$ cat config.mk
export PLATFORM = sky130hd
export DESIGN_NAME = char_buffer_ram
export DESIGN_NICKNAME = d
export VERILOG_FILES = /design/src/rtl/char_buffer_ram.sv
export SDC_FILE = /design/constraint.sdc
export NUM_CORES = 2
export LEC_CHECK = 0
export ABC_AREA = 1
export BUFFER_PORTS_ARGS = -buffer_cell sky130_fd_sc_hd__buf_4
export CORE_ASPECT_RATIO = 1.4
export CORE_UTILIZATION = 50
export CTS_CLUSTER_SIZE = 16
export DETAILED_ROUTE_END_ITERATION = 8
export PLACE_DENSITY = 0.65
export SYNTH_ARGS = -nofsm -noshare
export SYNTH_HDL_FRONTEND = slang
export SYNTH_SLANG_ARGS = --single-unit
$ cat constraint.sdc
create_clock -name clk -period 12 [get_ports clk]
set_input_delay 3.6 -clock clk [delete_from_list [all_inputs] [get_ports clk]]
set_output_delay 3.6 -clock clk [all_outputs]
set_load 0.005 [all_outputs]
$ cat src/rtl/char_buffer_ram.sv
`default_nettype none
// ============================================================================
//  Module   : char_buffer_ram
//  Purpose  : Writable COLS x ROWS character buffer for the text overlay path.
//             Registered read port addressed by character coordinates,
//             valid/ready write port, and a clear engine that fills the array
//             with spaces after reset and on request.
//  Options  : CHAR_BUF_AUTOINC_EN - writes go to an auto-incrementing cursor
//             instead of wr_x/wr_y.
//  Revision : 1.0 - initial release
// ============================================================================
module char_buffer_ram #(
  parameter int COLS   = 16,
  parameter int ROWS   = 16,
  parameter int CHAR_W = 7,
  parameter int XW     = $clog2(COLS),
  parameter int YW     = $clog2(ROWS)
) (
  input  logic              clk,
  input  logic              rst_n,
  input  logic [XW-1:0]     rd_x,
  input  logic [YW-1:0]     rd_y,
  output logic [CHAR_W-1:0] char_code,
  input  logic              wr_valid,
  output logic              wr_ready,
  input  logic [XW-1:0]     wr_x,
  input  logic [YW-1:0]     wr_y,
  input  logic [CHAR_W-1:0] wr_char,
  input  logic              clr_req,
  output logic              busy,
  output logic [XW-1:0]     cur_x,
  output logic [YW-1:0]     cur_y
);

  localparam int DEPTH = COLS * ROWS;
  localparam int AW    = (DEPTH > 1) ? $clog2(DEPTH) : 1;

  localparam logic [AW-1:0]     LAST_ADDR = AW'(DEPTH - 1);
  localparam logic [AW-1:0]     COLS_A    = AW'(COLS);
  localparam logic [XW:0]       COLS_X    = (XW + 1)'(COLS);
  localparam logic [YW:0]       ROWS_Y    = (YW + 1)'(ROWS);
  localparam logic [CHAR_W-1:0] SPACE     = CHAR_W'(7'h20);

  typedef enum logic [0:0] {
    ST_CLEAR = 1'b0,
    ST_IDLE  = 1'b1
  } state_t;

  // Character storage; deliberately has no reset, the clear engine fills it
  logic [CHAR_W-1:0] mem [DEPTH];

  state_t            state_q, state_d;
  logic [AW-1:0]     clr_addr_q, clr_addr_d;
  logic              busy_q, busy_d;
  logic [CHAR_W-1:0] char_code_q, char_code_d;

  // Single write port shared by the clear engine and the user write path
  logic              w_mem_we;
  logic [AW-1:0]     w_mem_addr;
  logic [CHAR_W-1:0] w_mem_data;

  logic              w_wr_fire;
  logic [XW-1:0]     w_wr_x;
  logic [YW-1:0]     w_wr_y;
  logic              w_wr_in_range;
  logic [AW-1:0]     w_wr_addr;
  logic              w_rd_in_range;
  logic [AW-1:0]     w_rd_addr;

  // Linear cell index; only meaningful when the coordinates are in range
  function automatic logic [AW-1:0] cell_addr(input logic [XW-1:0] x,
                                               input logic [YW-1:0] y);
    return AW'(y) * COLS_A + AW'(x);
  endfunction

`ifdef CHAR_BUF_AUTOINC_EN
  localparam logic [XW-1:0] X_LAST = XW'(COLS - 1);
  localparam logic [YW-1:0] Y_LAST = YW'(ROWS - 1);

  logic [XW-1:0] cur_x_q, cur_x_d;
  logic [YW-1:0] cur_y_q, cur_y_d;

  // Explicit coordinates are not used when the cursor drives writes
  logic unused_wr_xy;
  assign unused_wr_xy = ^{wr_x, wr_y};

  assign w_wr_x        = cur_x_q;
  assign w_wr_y        = cur_y_q;
  assign w_wr_in_range = 1'b1;
  assign cur_x         = cur_x_q;
  assign cur_y         = cur_y_q;

  // Cursor advance: row-major, wrapping at the last cell; any clear homes it
  always_comb begin
    cur_x_d = cur_x_q;
    cur_y_d = cur_y_q;
    if (state_q == ST_CLEAR || clr_req) begin
      cur_x_d = '0;
      cur_y_d = '0;
    end else if (w_wr_fire) begin
      if (cur_x_q == X_LAST) begin
        cur_x_d = '0;
        cur_y_d = (cur_y_q == Y_LAST) ? '0 : cur_y_q + 1'b1;
      end else begin
        cur_x_d = cur_x_q + 1'b1;
      end
    end
  end

  // Cursor registers
  always_ff @(posedge clk or negedge rst_n) begin
    if (!rst_n) begin
      cur_x_q <= '0;
      cur_y_q <= '0;
    end else begin
      cur_x_q <= cur_x_d;
      cur_y_q <= cur_y_d;
    end
  end
`else
  assign w_wr_x        = wr_x;
  assign w_wr_y        = wr_y;
  assign w_wr_in_range = ({1'b0, wr_x} < COLS_X) && ({1'b0, wr_y} < ROWS_Y);
  assign cur_x         = '0;
  assign cur_y         = '0;
`endif

  assign w_wr_addr     = cell_addr(w_wr_x, w_wr_y);
  assign w_rd_addr     = cell_addr(rd_x, rd_y);
  assign w_rd_in_range = ({1'b0, rd_x} < COLS_X) && ({1'b0, rd_y} < ROWS_Y);

  // Next state, clear sweep and write handshake
  always_comb begin
    state_d    = state_q;
    clr_addr_d = clr_addr_q;
    wr_ready   = 1'b0;
    w_wr_fire  = 1'b0;
    w_mem_we   = 1'b0;
    w_mem_addr = '0;
    w_mem_data = SPACE;
    case (state_q)
      ST_CLEAR: begin
        // clr_req is ignored here; the sweep always runs to completion
        w_mem_we   = 1'b1;
        w_mem_addr = clr_addr_q;
        w_mem_data = SPACE;
        if (clr_addr_q == LAST_ADDR) begin
          state_d    = ST_IDLE;
          clr_addr_d = '0;
        end else begin
          clr_addr_d = clr_addr_q + 1'b1;
        end
      end
      ST_IDLE: begin
        // A clear request blocks any write offered in the same cycle
        wr_ready = !clr_req;
        if (clr_req) begin
          state_d    = ST_CLEAR;
          clr_addr_d = '0;
        end else if (wr_valid) begin
          // Out-of-range writes still handshake but never touch the array
          w_wr_fire  = 1'b1;
          w_mem_we   = w_wr_in_range;
          w_mem_addr = w_wr_addr;
          w_mem_data = wr_char;
        end
      end
      default: begin
        state_d    = ST_CLEAR;
        clr_addr_d = '0;
      end
    endcase
    busy_d = (state_d == ST_CLEAR);
  end

  // Read data: old cell content on a same-cycle write, space when off-grid
  always_comb begin
    char_code_d = SPACE;
    if (w_rd_in_range) begin
      char_code_d = mem[w_rd_addr];
    end
  end

  // Array write port
  always_ff @(posedge clk) begin
    if (w_mem_we) begin
      mem[w_mem_addr] <= w_mem_data;
    end
  end

  // Control and read-data registers
  always_ff @(posedge clk or negedge rst_n) begin
    if (!rst_n) begin
      state_q     <= ST_CLEAR;
      clr_addr_q  <= '0;
      busy_q      <= 1'b1;
      char_code_q <= '0;
    end else begin
      state_q     <= state_d;
      clr_addr_q  <= clr_addr_d;
      busy_q      <= busy_d;
      char_code_q <= char_code_d;
    end
  end

  assign busy      = busy_q;
  assign char_code = char_code_q;

endmodule
`default_nettype wire

==> Word level (Yosys, flattened, before mapping) <==
Memory sizes are Yosys's and may differ from the RTL's. A register that Yosys moved wholly into a read port is not among the register bits.
Index checks and enable logic that the tools add are counted.
{ "classes": {"bitwise_logic": 2, "n_reduce_logical": 2, "add_sub_neg": 3, "n_mux": 18, "n_eq_ne": 2} }
{ "ops": {"columns": ["cell", "count"], "rows": [
  ["8-bit 2-to-1 mux", 4],
  ["8-bit one-hot mux with 2 select lines", 2],
  ["8-bit by 4-bit adder with 8-bit output", 2],
  ["7-bit 2-to-1 mux", 2],
  ["7-bit one-hot mux with 2 select lines", 1],
  ["8-bit by 1-bit adder with 8-bit output, second input constant", 1],
  ["8-bit == test, second input constant", 1],
  ["1-bit 2-to-1 mux", 7],
  ["1-bit one-hot mux with 2 select lines", 2],
  ["1-bit logical NOT", 2],
  ["2-bit != test, second input constant", 1],
  ["1-bit NOT", 2]
]} }
{ "word_totals": {"inputBits": 27, "n_memories": 1, "reg_bits": 10, "out_inout_bits": 17, "ramBits": 1792, "wordCells": 31} }
{ "mem_list": {"columns": ["memory", "depth", "width", "read_ports", "rd_ports_with_merged_regs", "wr", "line", "source"], "rows": [
  ["mem", 256, 7, 1, 1, 1, "50", "logic [CHAR_W-1:0] mem [DEPTH];"]
]} }

==> Logic depth before layout (Yosys ltp) <==
{ "logic_depth": {"ltp_word": 5, "ltp_mapped": 15, "depth_no_buf": 11} }

==> Least setup slack after synthesis <==
OpenSTA, ideal clock, no wires.
{ "synth_timing": {"kind": "in2reg", "start": "input clr_req", "end": "memory mem[0][0], data pin", "setup_ns": 1.393, "setup_slack_ns": 0.638, "t_arrival_ns": 9.969, "stages": 4, "cell_sequence": "nor2_4 > inv_1 > clkbuf_1 > nor2_1"} }
{ "synth_via": {"elab_chain_cells": 2} }
{ "synth_lines": {"columns": ["element", "line", "source"], "rows": [
  ["start: declaration", "29", "input logic clr_req,"],
  ["7-bit 2-to-1 mux", "157", "if (clr_req) begin"],
  ["7-bit one-hot mux with 2 select lines", "141", "case (state_q)"],
  ["net w_mem_data[0]", "60", "logic [CHAR_W-1:0] w_mem_data;"],
  ["end: declaration", "50", null]
]} }
The timed path passes the listed nets, and every way through them passes these cells.

==> Worst setup path in the final report <==
{ "layout_timing": {"start": "input clr_req", "end": "output wr_ready"} }
{ "layout_via": {"elab_chain_cells": 2} }
{ "layout_lines": {"columns": ["element", "line", "source"], "rows": [
  ["1-bit logical NOT", "156", "wr_ready = !clr_req;"],
  ["1-bit 2-to-1 mux", "141", null],
  ["end: declaration", "25", "output logic wr_ready,"]
]} }
No other way between the ends.

==> results.txt <==
number of buffers created by CTS -> 166
DR vias/cell -> 5.80
count leader, synth -> nand2_1
Chip Width -> 326 um
Crit-path slowest cell -> nor2_4
Post-Place Setup Slack -> 4290 ps
WL/cell -> 23.5 um
top cell type's share of synthesized area -> 73.1%
Crit path buffers/inverters -> 2
Lkg Pwr -> 28.6 nW
Main synth FF type -> edfxtp_1
Slew Limit Fails -> 0
DR pass1 iterations -> 6
CORE AREA -> 146000 um2
setup violators final -> 0
power per standard cell area -> 166 nW/um2
maximum VDD drop -> 0.000123 V
clock root cell -> clkbuf_16
pin count of the biggest net entering global routing -> 235
yosys warns -> 0
mapped cell area -> 73600 um2
htree depth -> 4
post-CTS setup buffers -> 0
Worst Hold Class -> reg -> reg
maximum capacitance violations -> 0
mean post-synth cell area -> 11.7 um2
cts repair resizes -> 0
setup TNS -> 0 ps
initial core utilization -> 50.3%
maximum clock path buffer count -> 3
initial antenna violation count -> 5
total grt overflow -> 0
CTS sink count -> 1809
cell taking the most area after synthesis -> edfxtp_1
Max Fanout on Critical Path -> 8
Site Rows -> 166
Antenna Nets Post-Route -> 0
Worst Max-Slew Pin Slew -> 1310 ps
relative slew slack -> 12.9%
critical path capture point type -> output pin
WS Path Type -> in -> out
Req. time, crit path -> 8400 ps
hold_buf cts -> 0
Die Outline Area -> 149000 um2
Post-DP HPWL -> 106 mm
synth cell count leaders -> nand2_1 (1965), edfxtp_1 (1792), nand3_1 (1726), nor2_1 (280), buf_2 (237)
# DRC -> 0
Cell variety after synth -> 28
number of flops mapped to enable cells by yosys -> 1792
RSZ-0062 raised after global routing -> no
vias in the first global route -> 45.6k
register area share after synthesis -> 73.7%
crit-path most repeated cell -> buf_4
GPL Wtd Cong -> 0.869
fmax -> 0.130 GHz
clock-pin slew on the worst setup and hold paths -> 60 ps
Layout Nets -> 6142
drt initial violations -> 4892
crit-path cells -> buf_4, nor2_4, buf_4
Final Cycle Share -> 64.1%
worst-skew pair later-pin latency -> 810 ps
vias after detailed routing -> 47.4k
first-pass GRT wire length -> 286 mm
Hold Violations, Final -> 0
DIE HEIGHT -> 456 um
Boundary Pins -> 44
DRT Wirelength -> 192 mm
max incr delay on CP -> 210 ps
status -> finished, final reports clean
layout cells sized above 1 -> 5.69%
synth top area cells -> edfxtp_1 (73%), nand3_1 (12%), nand2_1 (10%)
Arrival @ worst endpoint -> 4090 ps
clock skew -> 35.3 ps
min cycle time layout -> 7690 ps
Crit path max-delay family -> buffers and inverters
TritonCTS clock tree -> done
Port Buf Inserts -> 35
setup ws final -> 4310 ps
CP Launch Type -> primary input
Synth Instances -> 6275
Global Route Usage Sum -> 25.6%
Synth Register Bits -> 1809
area grow syn2layout -> 8.81%
Synth async-reset ratio -> 0.940%
==> worst min-delay path, cell delays in order (launching register included) <==
cell,delay (ps)
dfrtp_1,360
xor2_1,80
o22ai_1,100
==> flip-flops by register name (all words and copies together), names as in the netlist <==
| register | cells |
|---|---|
| mem | 1792 |
| busy | 1 |
| clr_addr_q | 8 |
| state_q | 1 |
| char_code | 7 |
==> report_power, final <==
| group | switching, mW | internal, mW | total, mW |
|---|---|---|---|
| sequential | 0.0346 | 6.99 | 7.02 |
| clock | 2.24 | 2.75 | 5.00 |
| combinational | 1.01 | 0.233 | 1.24 |
==> cell usage in the layout, fill, tap and decap left out, drive strengths merged, types with 2 or more instances in the layout <==
master,Yosys,routed
nor3,2,2
clkbuf,137,203
conb,1,8
o21ai,9,9
edfxtp,1792,1792
a32oi,2,2
clkinv,0,78
nor2,281,281
xor2,3,3
nand3,1726,1726
nand4,2,2
diode,0,2
buf,297,97
inv,30,32
o21a,2,2
bufinv,0,7
o22ai,5,5
nand2,1965,1965
dfrtp,16,16
==> per-stage QoR <==
step                util [%]  std cells  hold WS, ps  power, mW  area, um2
floorplan                  -       6282          532       7.82      73600
global placement        51.3       7878          557       8.37      75100
detailed placement      51.3       7878          573       8.38      75100
CTS                     54.8       8168          589       13.3      80100
global route            54.8       8169          616       13.6      80100
finish                  54.8       8170          587       13.3      80100
==> worst paths after layout <==
kind / startpoint / end / slack [ps] / cells past startpoint
max: clr_req / wr_ready / 4310 / 3
min: clr_addr_q[7] / clr_addr_q[7] / 590 / 2
max reg2reg: state_q / mem[125][3] / 7720 / 5
min reg2reg: clr_addr_q[7] / clr_addr_q[7] / 590 / 2
max in group asynchronous: rst_n / busy / 9020 / 1
min in group asynchronous: rst_n / state_q / 2690 / 1
==> logic make-up (layout without fill, tap and decap cells) <==
group | count (synthesis) | count (layout) | synth area share, %
AO/OA/AOI/OAI | 20 | 20 | 0.165
flip-flops | 1809 | 1809 | 73.7
buffers and inverters | 464 | 418 | 2.83
XOR/XNOR | 4 | 4 | 0.0476
other | 1 | 10 | 0.00510
AND/OR/NAND/NOR | 3976 | 3976 | 23.2
adder cells (fa/ha/maj) | 1 | 1 | 0.0170
==> area by class of cell <==
class	count	area [um2]
multi-input combinational	4009	17400
fill	12200	66100
clock inverter	88	598
clock buffer	202	4420
sequential	1809	54200
antenna	2	5.00
inverter	30	138
timing repair buffer	98	870
tap	1932	2420
==> routing by layer <==
metal	up-vias	routed length (um)	global-route usage, %
li1	21800	-	-
met1	23300	72600	32.2
met2	1830	96700	43.1
met3	447	12800	3.85
met4	6	9940	13.1
met5	-	28	0
Note: power is estimated with default switching activity, not from simulation.
